$ cat src/rtl/serial_adder_pkg.sv
`default_nettype none
// ============================================================================
// Module      : serial_adder_pkg
// Description : Shared definitions for the bit-serial adder: the controller
//               state encoding and the default operand width.
// Revision    : 1.0 - initial release
// ============================================================================
package serial_adder_pkg;

    // Operand width used when the instantiating level does not override it.
    localparam int c_DEFAULT_NUM_BITS = 8;

    // Controller states. Explicit 2-bit encoding keeps the register width
    // fixed regardless of tool enum-sizing defaults.
    typedef enum logic [1:0] {
        IDLE  = 2'd0,
        SHIFT = 2'd1,
        DONE  = 2'd2
    } state_t;

endpackage : serial_adder_pkg
`default_nettype wire

$ cat src/rtl/adder_1bit.sv
`default_nettype none
// ============================================================================
// Module      : adder_1bit
// Description : Combinational one-bit full adder.
// Ports       : a, b      - addend bits
//               carry_in  - incoming carry
//               sum       - a ^ b ^ carry_in
//               carry_out - generated carry
// Revision    : 1.0 - initial release
// ============================================================================
module adder_1bit (
    input  logic a,
    input  logic b,
    input  logic carry_in,
    output logic sum,
    output logic carry_out
);

    assign sum       = carry_in ^ a ^ b;
    assign carry_out = (a & b) | (carry_in & (a | b));

endmodule : adder_1bit
`default_nettype wire

$ cat src/rtl/serial_adder.sv
`default_nettype none
// ============================================================================
// Module      : serial_adder
// Description : Bit-serial adder. An accepted start captures a, b and
//               carry_in; one bit position is then added per clock, LSB
//               first, through a single full adder. The result is presented
//               on sum/carry_out with a one-cycle done pulse.
// Ports       : clk       - rising-edge system clock
//               n_rst     - asynchronous active-low reset
//               start     - begin an add (ignored while busy)
//               a, b      - NUM_BITS-wide operands
//               carry_in  - initial carry
//               busy      - high while bits are being processed
//               done      - one-cycle pulse, result valid
//               sum       - registered NUM_BITS-wide result
//               carry_out - registered final carry
// Revision    : 1.0 - initial release
// ============================================================================
module serial_adder
    import serial_adder_pkg::*;
#(
    parameter int NUM_BITS = c_DEFAULT_NUM_BITS
) (
    input  logic                clk,
    input  logic                n_rst,
    input  logic                start,
    input  logic [NUM_BITS-1:0] a,
    input  logic [NUM_BITS-1:0] b,
    input  logic                carry_in,
    output logic                busy,
    output logic                done,
    output logic [NUM_BITS-1:0] sum,
    output logic                carry_out
);

    localparam int                CNT_W      = $clog2(NUM_BITS);
    localparam logic [CNT_W-1:0]  c_LAST_CNT = CNT_W'(NUM_BITS - 1);

    state_t              r_state;
    state_t              w_next_state;
    logic [CNT_W-1:0]    r_cnt;
    logic [NUM_BITS-1:0] r_a;
    logic [NUM_BITS-1:0] r_b;
    logic                r_carry;
    logic [NUM_BITS-1:0] r_sum;
    logic                r_carry_out;

    logic                w_load;
    logic                w_last_bit;
    logic                w_bit_sum;
    logic                w_bit_carry;

    // A start is only honoured outside SHIFT; in DONE this gives
    // back-to-back operation without an idle cycle.
    assign w_load     = start && (r_state != SHIFT);
    assign w_last_bit = (r_cnt == c_LAST_CNT);

    adder_1bit u_adder_1bit (
        .a         (r_a[0]),
        .b         (r_b[0]),
        .carry_in  (r_carry),
        .sum       (w_bit_sum),
        .carry_out (w_bit_carry)
    );

    // ------------------------------------------------------------------
    // Controller
    // ------------------------------------------------------------------
    always_ff @(posedge clk or negedge n_rst) begin
        if (!n_rst) begin
            r_state <= IDLE;
        end else begin
            r_state <= w_next_state;
        end
    end

    always_comb begin
        w_next_state = r_state;
        case (r_state)
            IDLE: begin
                if (start) w_next_state = SHIFT;
            end
            SHIFT: begin
                if (w_last_bit) w_next_state = DONE;
            end
            DONE: begin
                w_next_state = start ? SHIFT : IDLE;
            end
            default: begin
                w_next_state = IDLE;
            end
        endcase
    end

    // ------------------------------------------------------------------
    // Datapath
    // ------------------------------------------------------------------
    always_ff @(posedge clk or negedge n_rst) begin
        if (!n_rst) begin
            r_cnt       <= '0;
            r_a         <= '0;
            r_b         <= '0;
            r_carry     <= 1'b0;
            r_sum       <= '0;
            r_carry_out <= 1'b0;
        end else if (w_load) begin
            r_cnt   <= '0;
            r_a     <= a;
            r_b     <= b;
            r_carry <= carry_in;
        end else if (r_state == SHIFT) begin
            r_a         <= {1'b0, r_a[NUM_BITS-1:1]};
            r_b         <= {1'b0, r_b[NUM_BITS-1:1]};
            r_carry     <= w_bit_carry;
            // New bits enter at the MSB so that after NUM_BITS shifts the
            // first computed bit has arrived at bit 0.
            r_sum       <= {w_bit_sum, r_sum[NUM_BITS-1:1]};
            r_carry_out <= w_bit_carry;
            // Hold at the last index instead of wrapping to zero.
            if (!w_last_bit) begin
                r_cnt <= r_cnt + CNT_W'(1);
            end
        end
    end

    assign busy      = (r_state == SHIFT);
    assign done      = (r_state == DONE);
    assign sum       = r_sum;
    assign carry_out = r_carry_out;

endmodule : serial_adder
`default_nettype wire
$ cat config.mk
export PLATFORM = sky130hd
export DESIGN_NAME = serial_adder
export DESIGN_NICKNAME = d
export VERILOG_FILES = /design/src/rtl/serial_adder_pkg.sv /design/src/rtl/adder_1bit.sv /design/src/rtl/serial_adder.sv
export SDC_FILE = /design/constraint.sdc
export NUM_CORES = 1
export LEC_CHECK = 0
export CAP_MARGIN = 40
export CORE_ASPECT_RATIO = 1.5
export CORE_UTILIZATION = 25
export CTS_BUF_LIST = sky130_fd_sc_hd__clkbuf_4
export DETAILED_ROUTE_END_ITERATION = 10
export PLACE_DENSITY_LB_ADDON = 0.2
export SLEW_MARGIN = 15
export SYNTH_ARGS = -nofsm -noshare
export SYNTH_HDL_FRONTEND = slang
export SYNTH_SLANG_ARGS = --single-unit
$ cat constraint.sdc
create_clock -name clk -period 2.1 [get_ports clk]
set_clock_uncertainty 0.1 [all_clocks]
set_input_delay 0.525 -clock clk [delete_from_list [all_inputs] [get_ports clk]]
set_output_delay 0.525 -clock clk [all_outputs]
set_load 0.01 [all_outputs]
==> flow_summary.yaml <==
power_and_ir_drop:
  netSwitchingFraction_pct: 36.6
  internal_power_mw: 1.38
  p_seq_share_pct: 45.9
  leakage_nw: 0.859
  p_per_area_nw_per_um2: 1200
  comb_power_share_pct: 39.9
  finalPower_mw: 2.18
  p_clk_share_pct: 14.2
  netSwitchingPower_mw: 0.798
  vdd_drop_max_uv: 553
placed_design:
  post_dp_cell_area_um2: 1760
  gp_congestion: 0.622
  place_inst: 225
  place_hpwl_um: 1930
  io_buffer_count: 30
detailed_routing:
  drtPass1Iterations: 4
  ant_nets: 0
  drc: 0
  viasPerCell: 4.35
  drt_iter0_markers: 14
  num_vias: 1013
  avgRoutedWirePerCell_um: 11.8
  finalWirelength_um: 2740
sta:
  period_minus_slack_ns: 1.97
  period_share_pct: 93.9
  fin_setup_tns_ns: 0
  maxSlewHeadroom_pct: 73.6
  max_freq_mhz: 507
  tightest_slew_ns: 0.395
  drv_slew: 0
  hold_viol_final: 0
  rsz0062_at_grt: "false"
  setup_violations: 0
  whs_ns: 0.380
die:
  die_y_um: 92.8
  fp.dieW_um: 62.5
  fp.dieArea_um2: 5800
  pin_count: 31
  fp-row-count: 32
  core_area_um2: 5200
  initial_core_util_pct: 26.4
setup_path:
  path_class: "reg2out"
  startpoint_type: "flop"
  critical_path_peak_fanout: 2
  endpoint_kind: "output port"
  required_ns: 1.47
  cp_data_arrival_time_ns: 1.35
synth:
  ys_seq_area_share_pct: 56.5
  synth_area_um2: 1370
  synth_top_family_by_area: "simple AND/OR/NAND/NOR gates"
  yosysWarnings: 0
  synth_xor_area_share_pct: 0
  synth_compound_area_share_pct: 7.92
  synth_cell_type_count: 22
  synth_simple_gate_area_share_pct: 14.8
  syn_avg_cell_area_um2: 10.6
  ys_async_sr_fraction_pct: 100
  synthCells: 130
  yosys.area_share.adder_pct: 3.28
  muxShareOfSynthArea_pct: 13.8
  ys_ff_latch: 31
  ys.flop_type: "dfrtp_1"
  synth_nets: 153
  synth-edff-count: 0
final_layout:
  diodes: 0
  drive_above_1_share_pct: 7.88
  area_growth_pct: 32.1
  n_fill_cell: 558
  most-common-layout-cells: "41 x nand2_1, 31 x dfrtp_1, 29 x clkdlybuf4s50_1"
  final_nets: 188
  final_common_cell: "nand2_1"
  fin_cells: 233
  finalInstanceArea_um2: 1810
clock_network:
  clock-sinks: 31
  clk_path_buf_depth: 2
  clk_pin_slew_ns: 0.09
  ctsHoldBuffers: 0
  cts_max_level: 2
  root_buffer: "clkbuf_4"
  clk_latency_ns: 0.32
  cts_tree: "done"
  cts_buffers: 5
grt:
  grt_pass1_vias: 1036
  grtUsageTotal_pct: 10.4
  antenna_found_initial: 0
  grt-ovfl-total: 0
  grt_start_max_net_pins: 44
  grt_pass1_wl_um: 4570
job:
  maxCapViolations: 0
worst_hold_path:
  min_path_type: "reg2reg"
status:
  status: "finished, final reports clean"
[cells by family (layout without fill, tap and decap cells)]
family	count (synthesis)	count (layout)
buffers and inverters	9	44
adder cells (fa/ha/maj)	3	3
AND/OR/NAND/NOR	49	49
flip-flops	31	31
multiplexers	19	19
AO/OA/AOI/OAI	19	19
[final cells by class]
type                       count  area [µm²]  share of cell area, %
clock inverter                 2        8.76                  0.483
clock buffer                   5        37.5                   2.07
inverter                       2        7.51                  0.414
sequential                    31         776                   42.8
multi-input combinational     90         547                   30.1
tap                           68        85.1                   4.69
timing repair buffer          35         353                   19.4
[per-stage QoR]
step	util, %	setup WS [ns]
after floorplan	-	0.610
after global placement	33.8	0.335
after detailed placement	33.8	0.279
after CTS	34.7	0.0114
after global routing	34.9	0.0483
final	34.9	0.129
[synthesized netlist by cell type, types with 2 or more instances]
library cell,number,area [µm²]
nand2_1,41,154
dfrtp_1,31,776
mux2i_1,19,190
o21ai_0,12,60.1
buf_2,4,20.0
nor2_1,3,11.3
o21ai_1,3,15.0
ha_1,2,25.0
o2bb2ai_1,2,17.5
[final timing paths]
path,from,to,slack (ns),depth (start not counted)
max in group asynchronous,n_rst,r_state[1],1.12,2
min in group asynchronous,n_rst,r_b[6],0.48,2
min reg2reg,r_b[7],r_b[6],0.38,2
max,r_state[0],done,0.13,2
max reg2reg,r_state[0],r_cnt[0],0.47,6
min,r_b[7],r_b[6],0.38,2
[worst max-delay path: stages (launching register included)]
cell and delay, ns:
dfrtp_1 0.39, nor2b_1 0.11, clkdlybuf4s50_1 0.53
[per-layer routing]
layer | global-route usage, % | up-vias | part of all wire, %
li1 | - | 503 | -
met1 | 11.0 | 481 | 41
met2 | 18.1 | 23 | 52
met3 | 3.20 | 6 | 4.6
met4 | 5.81 | 0 | 2.3
met5 | 0 | - | 0
[power groups by stage]
stage                     Sequential (mW)  Combinational (mW)  Clock, mW
after floorplan                      1.01               0.510          0
after global placement               1.01               0.855          0
after detailed placement             1.02               0.880          0
after CTS                            1.01               0.881      0.328
after global routing                 1.03                1.00      0.352
final                                1.00               0.871      0.309
[what timing repair did]
action,in CTS,in global routing
resized for setup,0,1
endpoints found under the setup margin,0,2
buffers inserted,0,1
[registers in the layout, summed over array words and instances (netlist names)]
register   cells
r_a            8
r_b            8
sum            8
r_cnt          3
r_state        2
carry_out      1
r_carry        1
(Power assumes the default switching activity.)
